==> config.mk <==
export PLATFORM = sky130hd
export DESIGN_NAME = debounce_sync
export DESIGN_NICKNAME = d
export VERILOG_FILES = /design/src/rtl/debounce_sync_pkg.sv /design/src/rtl/sync_chain.sv /design/src/rtl/debounce_sync.sv
export SDC_FILE = /design/constraint.sdc
export NUM_CORES = 1
export LEC_CHECK = 0
export CAP_MARGIN = 20
export CORE_MARGIN = 2
export CORE_UTILIZATION = 45
export CTS_CLUSTER_DIAMETER = 60
export DETAILED_ROUTE_END_ITERATION = 12
export PLACE_DENSITY_LB_ADDON = 0.15
export SYNTH_ARGS = -nofsm -noshare
export SYNTH_HDL_FRONTEND = slang
export SYNTH_SLANG_ARGS = --single-unit
==> constraint.sdc <==
create_clock -name clk -period 2.1 [get_ports clk]
set_input_delay 0.21 -clock clk [delete_from_list [all_inputs] [get_ports clk]]
set_output_delay 0.21 -clock clk [all_outputs]
set_load 0.02 [all_outputs]
==> src/rtl/debounce_sync_pkg.sv <==
// debounce_sync_pkg: shared state encodings, default sizing
// and elaboration-time configuration checks for debounce_sync.
package debounce_sync_pkg;

  typedef enum logic {
    ST_STABLE  = 1'b0,
    ST_PENDING = 1'b1
  } deb_state_e;

  localparam int DEB_CYCLES_DEF = 50000;
  localparam int CNT_W_DEF      = 16;

  localparam int SYNC_MIN = 2;
  localparam int SYNC_MAX = 4;

  function automatic bit deb_stages_ok(
    input int stages
  );
    return (stages >= SYNC_MIN) &&
           (stages <= SYNC_MAX);
  endfunction

  // The counter must hold DEBOUNCE_CYCLES
  // without wrapping.
  function automatic bit deb_cycles_ok(
    input int cnt_w,
    input int cycles
  );
    longint lim;
    if (cnt_w < 1) return 1'b0;
    if (cycles < 1) return 1'b0;
    if (cnt_w >= 32) return 1'b1;
    lim = (longint'(1) << cnt_w) - 1;
    return longint'(cycles) <= lim;
  endfunction

endpackage

==> src/rtl/sync_chain.sv <==
// sync_chain: STAGES-deep flop shift chain bringing an
// asynchronous level into the clk domain.
// Ports: clk, rst (async active-low), d (async in),
//        q (synchronised out, last stage).
module sync_chain #(
  parameter int   STAGES    = 2,
  parameter logic RESET_VAL = 1'b0
) (
  input  logic clk,
  input  logic rst,
  input  logic d,
  output logic q
);

  logic [STAGES-1:0] ff_q;

  always_ff @(posedge clk or negedge rst) begin
    if (!rst) begin
      ff_q <= {STAGES{RESET_VAL}};
    end else begin
      ff_q <= {ff_q[STAGES-2:0], d};
    end
  end

  assign q = ff_q[STAGES-1];

endmodule

==> src/rtl/debounce_sync.sv <==
// debounce_sync: synchronise a bouncy async input, then
// only pass a new level once it has held for
// DEBOUNCE_CYCLES+1 consecutive synchronised samples.
// Ports: clk, rst (async active-low), din (raw input),
//        q (debounced level), busy (change being timed),
//        rise/fall (1-cycle edge pulses, only when
//        DEB_PULSE_EN is defined).
module debounce_sync
  import debounce_sync_pkg::*;
#(
  parameter int   SYNC_STAGES     = 2,
  parameter int   CNT_W           = CNT_W_DEF,
  parameter int   DEBOUNCE_CYCLES = DEB_CYCLES_DEF,
  parameter logic RESET_VAL       = 1'b0
) (
  input  logic clk,
  input  logic rst,
  input  logic din,
  output logic q,
  output logic busy
`ifdef DEB_PULSE_EN
  ,
  output logic rise,
  output logic fall
`endif
);

  if (!deb_stages_ok(SYNC_STAGES)) begin : g_bad_stages
    $error("debounce_sync: SYNC_STAGES out of 2..4");
  end

  if (!deb_cycles_ok(CNT_W, DEBOUNCE_CYCLES))
  begin : g_bad_cycles
    $error("debounce_sync: DEBOUNCE_CYCLES illegal");
  end

  localparam logic [CNT_W-1:0] CNT_MAX =
    CNT_W'(DEBOUNCE_CYCLES);
  localparam logic [CNT_W-1:0] CNT_ONE =
    CNT_W'(1);

  logic s;

  deb_state_e       state_q, state_d;
  logic [CNT_W-1:0] cnt_q, cnt_d;
  logic             q_q, q_d;

  sync_chain #(
    .STAGES    (SYNC_STAGES),
    .RESET_VAL (RESET_VAL)
  ) u_sync (
    .clk (clk),
    .rst (rst),
    .d   (din),
    .q   (s)
  );

  always_ff @(posedge clk or negedge rst) begin
    if (!rst) begin
      state_q <= ST_STABLE;
      cnt_q   <= '0;
      q_q     <= RESET_VAL;
    end else begin
      state_q <= state_d;
      cnt_q   <= cnt_d;
      q_q     <= q_d;
    end
  end

  // cnt counts cycles s has disagreed with q; it is
  // cleared whenever s agrees again, so it never
  // exceeds CNT_MAX.
  always_comb begin
    state_d = state_q;
    cnt_d   = '0;
    q_d     = q_q;
    unique case (state_q)
      ST_STABLE: begin
        if (s != q_q) begin
          state_d = ST_PENDING;
          cnt_d   = CNT_ONE;
        end
      end
      ST_PENDING: begin
        if (s == q_q) begin
          state_d = ST_STABLE;
        end else if (cnt_q == CNT_MAX) begin
          state_d = ST_STABLE;
          q_d     = s;
        end else begin
          cnt_d = cnt_q + CNT_ONE;
        end
      end
      default: begin
        state_d = ST_STABLE;
      end
    endcase
  end

  assign q    = q_q;
  assign busy = (state_q == ST_PENDING);

`ifdef DEB_PULSE_EN
  logic rise_q, fall_q;

  // Registered from q_d so the pulse lines up with
  // the cycle q takes its new value.
  always_ff @(posedge clk or negedge rst) begin
    if (!rst) begin
      rise_q <= 1'b0;
      fall_q <= 1'b0;
    end else begin
      rise_q <= q_d & ~q_q;
      fall_q <= ~q_d & q_q;
    end
  end

  assign rise = rise_q;
  assign fall = fall_q;
`endif

endmodule

==> metrics.txt <==
outcome finished, final reports clean; CTS tree built; Antenna Cells 0; clock skew 6.491 ps; Skew-Pair Late Insertion Delay 300 ps; YS warnings 0; Die Ht slightly above 50 um; Register-to-Register Path Depth 6; layout cells sized above 1 9.524%; syn_nets 99; Longest Clk Path Bufs 2; peak supply drop 0.3921 mV; top post-synthesis cells by area dfrtp_1, xnor2_1, nor2_1, nand3_1, xor2_1; CP Max Fanout 4; Yosys top cell by area dfrtp_1; Unique masters post-synth 24; post-cts resize count 0; clock sinks 20; Die Wd 50.54 um; Synth top area share 51.35%; RSZ-0062 raised after global routing false; total gr overflow 0; most common cell after layout, fill and taps aside dfrtp_1; die area 2554 um^2; Final ANT Viol Nets 0; Final Max Tran Viols 0; RePlAce Congestion 0.7524; post-DR vias/cell 5.318; final design utilization approximately 54%; PortBufs 4; cts hold-fix bufs 0; postcts setup bufs 0; first-pass GRT wire length approximately 2800 um; Design Area, Final 1090 um^2; drt pass-1 iters 4; most frequent cells in the layout dfrtp_1, nor2_1, xnor2_1, nand3_1, buf_4; final wirelength 1632 um; CP arrival 2180 ps; max_slew headroom 76.39%; initial DRC count 16; core area 2002 um^2; period utilisation layout 95.12%; Net count, final 112; DP Wirelength between 1000 and 1500 um; placed insts 129; initial antenna violation count 0; startpoint types flip-flop; detailed-route via count 702; Root Driver clkbuf_4; crit path capture type flip-flop; P per Cell Area 552.0 nW/um^2; Synth Cell Area 974.7 um^2; worst slew pin tran approximately 350 ps; WP data required around 2300 ps; TritonCTS buffer count 3; Finish-stage setup viols 0; Routed WL per cell 12.36 um; Setup TNS 0 ps; fmax between 500 and 600 MHz; Max Cap Viol 0; register area share after synthesis 51.35%; io pins 5; H-tree depth 1; Rows 16; DRC 0; Area Growth Syn to Fin 11.81%; vias in the first global route 631; largest net degree at the start of global routing 21; Hold Fails Final Rpt 0; FF+latch count, synth 20; Finished Layout Cells 132; Total GRT Usage ~15%; Clk pin slew, worst setup/hold paths approximately 100 ps; Hold Path Class input pin to asynchronous set/reset pin; placed instance area ~1100 um^2; Leak 0.4250 nW; Initial Util approximately 49%; Mean Syn Cell Area 10.37 um^2; total power 0.6016 mW; cell count after synthesis 94; min cycle time layout 1998 ps; Setup CP Type flip-flop to flip-flop
==> final cells by class <==
type                            instances  area [um^2]
Timing Repair Buffer                   10        85.08
Fill cell                             185        912.1
Clock buffer                            3        22.52
Tap cell                               27        33.78
Multi-Input combinational cell         68        432.9
Sequential cell                        20        500.5
Inverter                                4        15.01
==> metal layers <==
| metal | up-vias | global-route usage (%) | share of wire (%) |
|---|---|---|---|
| met5 | - | 0 | 0 |
| met4 | 0 | 4.054 | 0.80 |
| met3 | 2 | 6.250 | 4.1 |
| met2 | 11 | 22.15 | 44 |
| met1 | 341 | 21.04 | 51 |
| li1 | 348 | - | - |
==> registers in the layout, summed over array words and instances (netlist names) <==
name / cells
busy: 1
cnt_q: 16
q: 1
u_sync.ff_q: 2
==> cells in the mapped netlist, drive strengths merged <==
library cell   n
nand3          7
nor4           4
or3b           1
and4           1
a21oi          1
nor2          16
buf            2
inv            4
a211oi         1
or4b           2
or4bb          1
nand4          4
ha             2
or4            1
nor3           4
nand2          5
dfrtp         20
o31ai          1
mux2           1
xor2           3
xnor2         11
and2           2
==> power by group <==
| group | total (mW) | internal (mW) | switching [mW] |
|---|---|---|---|
| logic | 0.0371 | 0.0160 | 0.0211 |
| registers | 0.394 | 0.390 | 0.00350 |
| clock network | 0.171 | 0.0669 | 0.104 |
==> cells by family (layout without fill, tap and decap cells) <==
group | Yosys count | in the layout | synth area share [%]
xor gates and xnor gates | 14 | 14 | 12.58
AOI/OAI and AO/OA | 3 | 3 | 2.054
adders and majority gates | 2 | 2 | 2.567
DFF | 20 | 20 | 51.35
buffers and inverters | 6 | 17 | 4.235
muxes | 1 | 1 | 1.155
and+or+nand+nor | 48 | 48 | 26.06
==> metrics by stage <==
step | setup WS [ps] | hold WS, ps
floorplan | 194.8 | -85.59
CTS | 94.93 | 231.3
global placement | 177.4 | 336.8
finish | 102.4 | 232.2
global route | 20.38 | 265.2
detailed placement | 110.8 | 340.5
==> worst max-delay path: stages (launching register included) <==
cell	delay (ps)
dfrtp_1	410
inv_1	70
ha_1	130
or4bb_1	470
nor4_1	270
and2_2	220
mux2_1	320
==> final timing paths <==
| check | startpoint | end | slack (ps) |
|---|---|---|---|
| worst min register to register | u_sync.ff_q[0]$_DFF_PN0_ | u_sync.ff_q[1]$_DFF_PN0_ | 360 |
| max in group asynchronous | rst | cnt_q[14]$_DFF_PN0_ | 1660 |
| worst max register to register | cnt_q[1]$_DFF_PN0_ | q$_DFFE_PN0P_ | 100 |
| worst min-delay path | rst | cnt_q[3]$_DFF_PN0_ | 230 |
| min in group clk | din | u_sync.ff_q[0]$_DFF_PN0_ | 350 |
| worst max-delay path | cnt_q[1]$_DFF_PN0_ | q$_DFFE_PN0P_ | 100 |
Note: power is estimated with default switching activity, not from simulation.
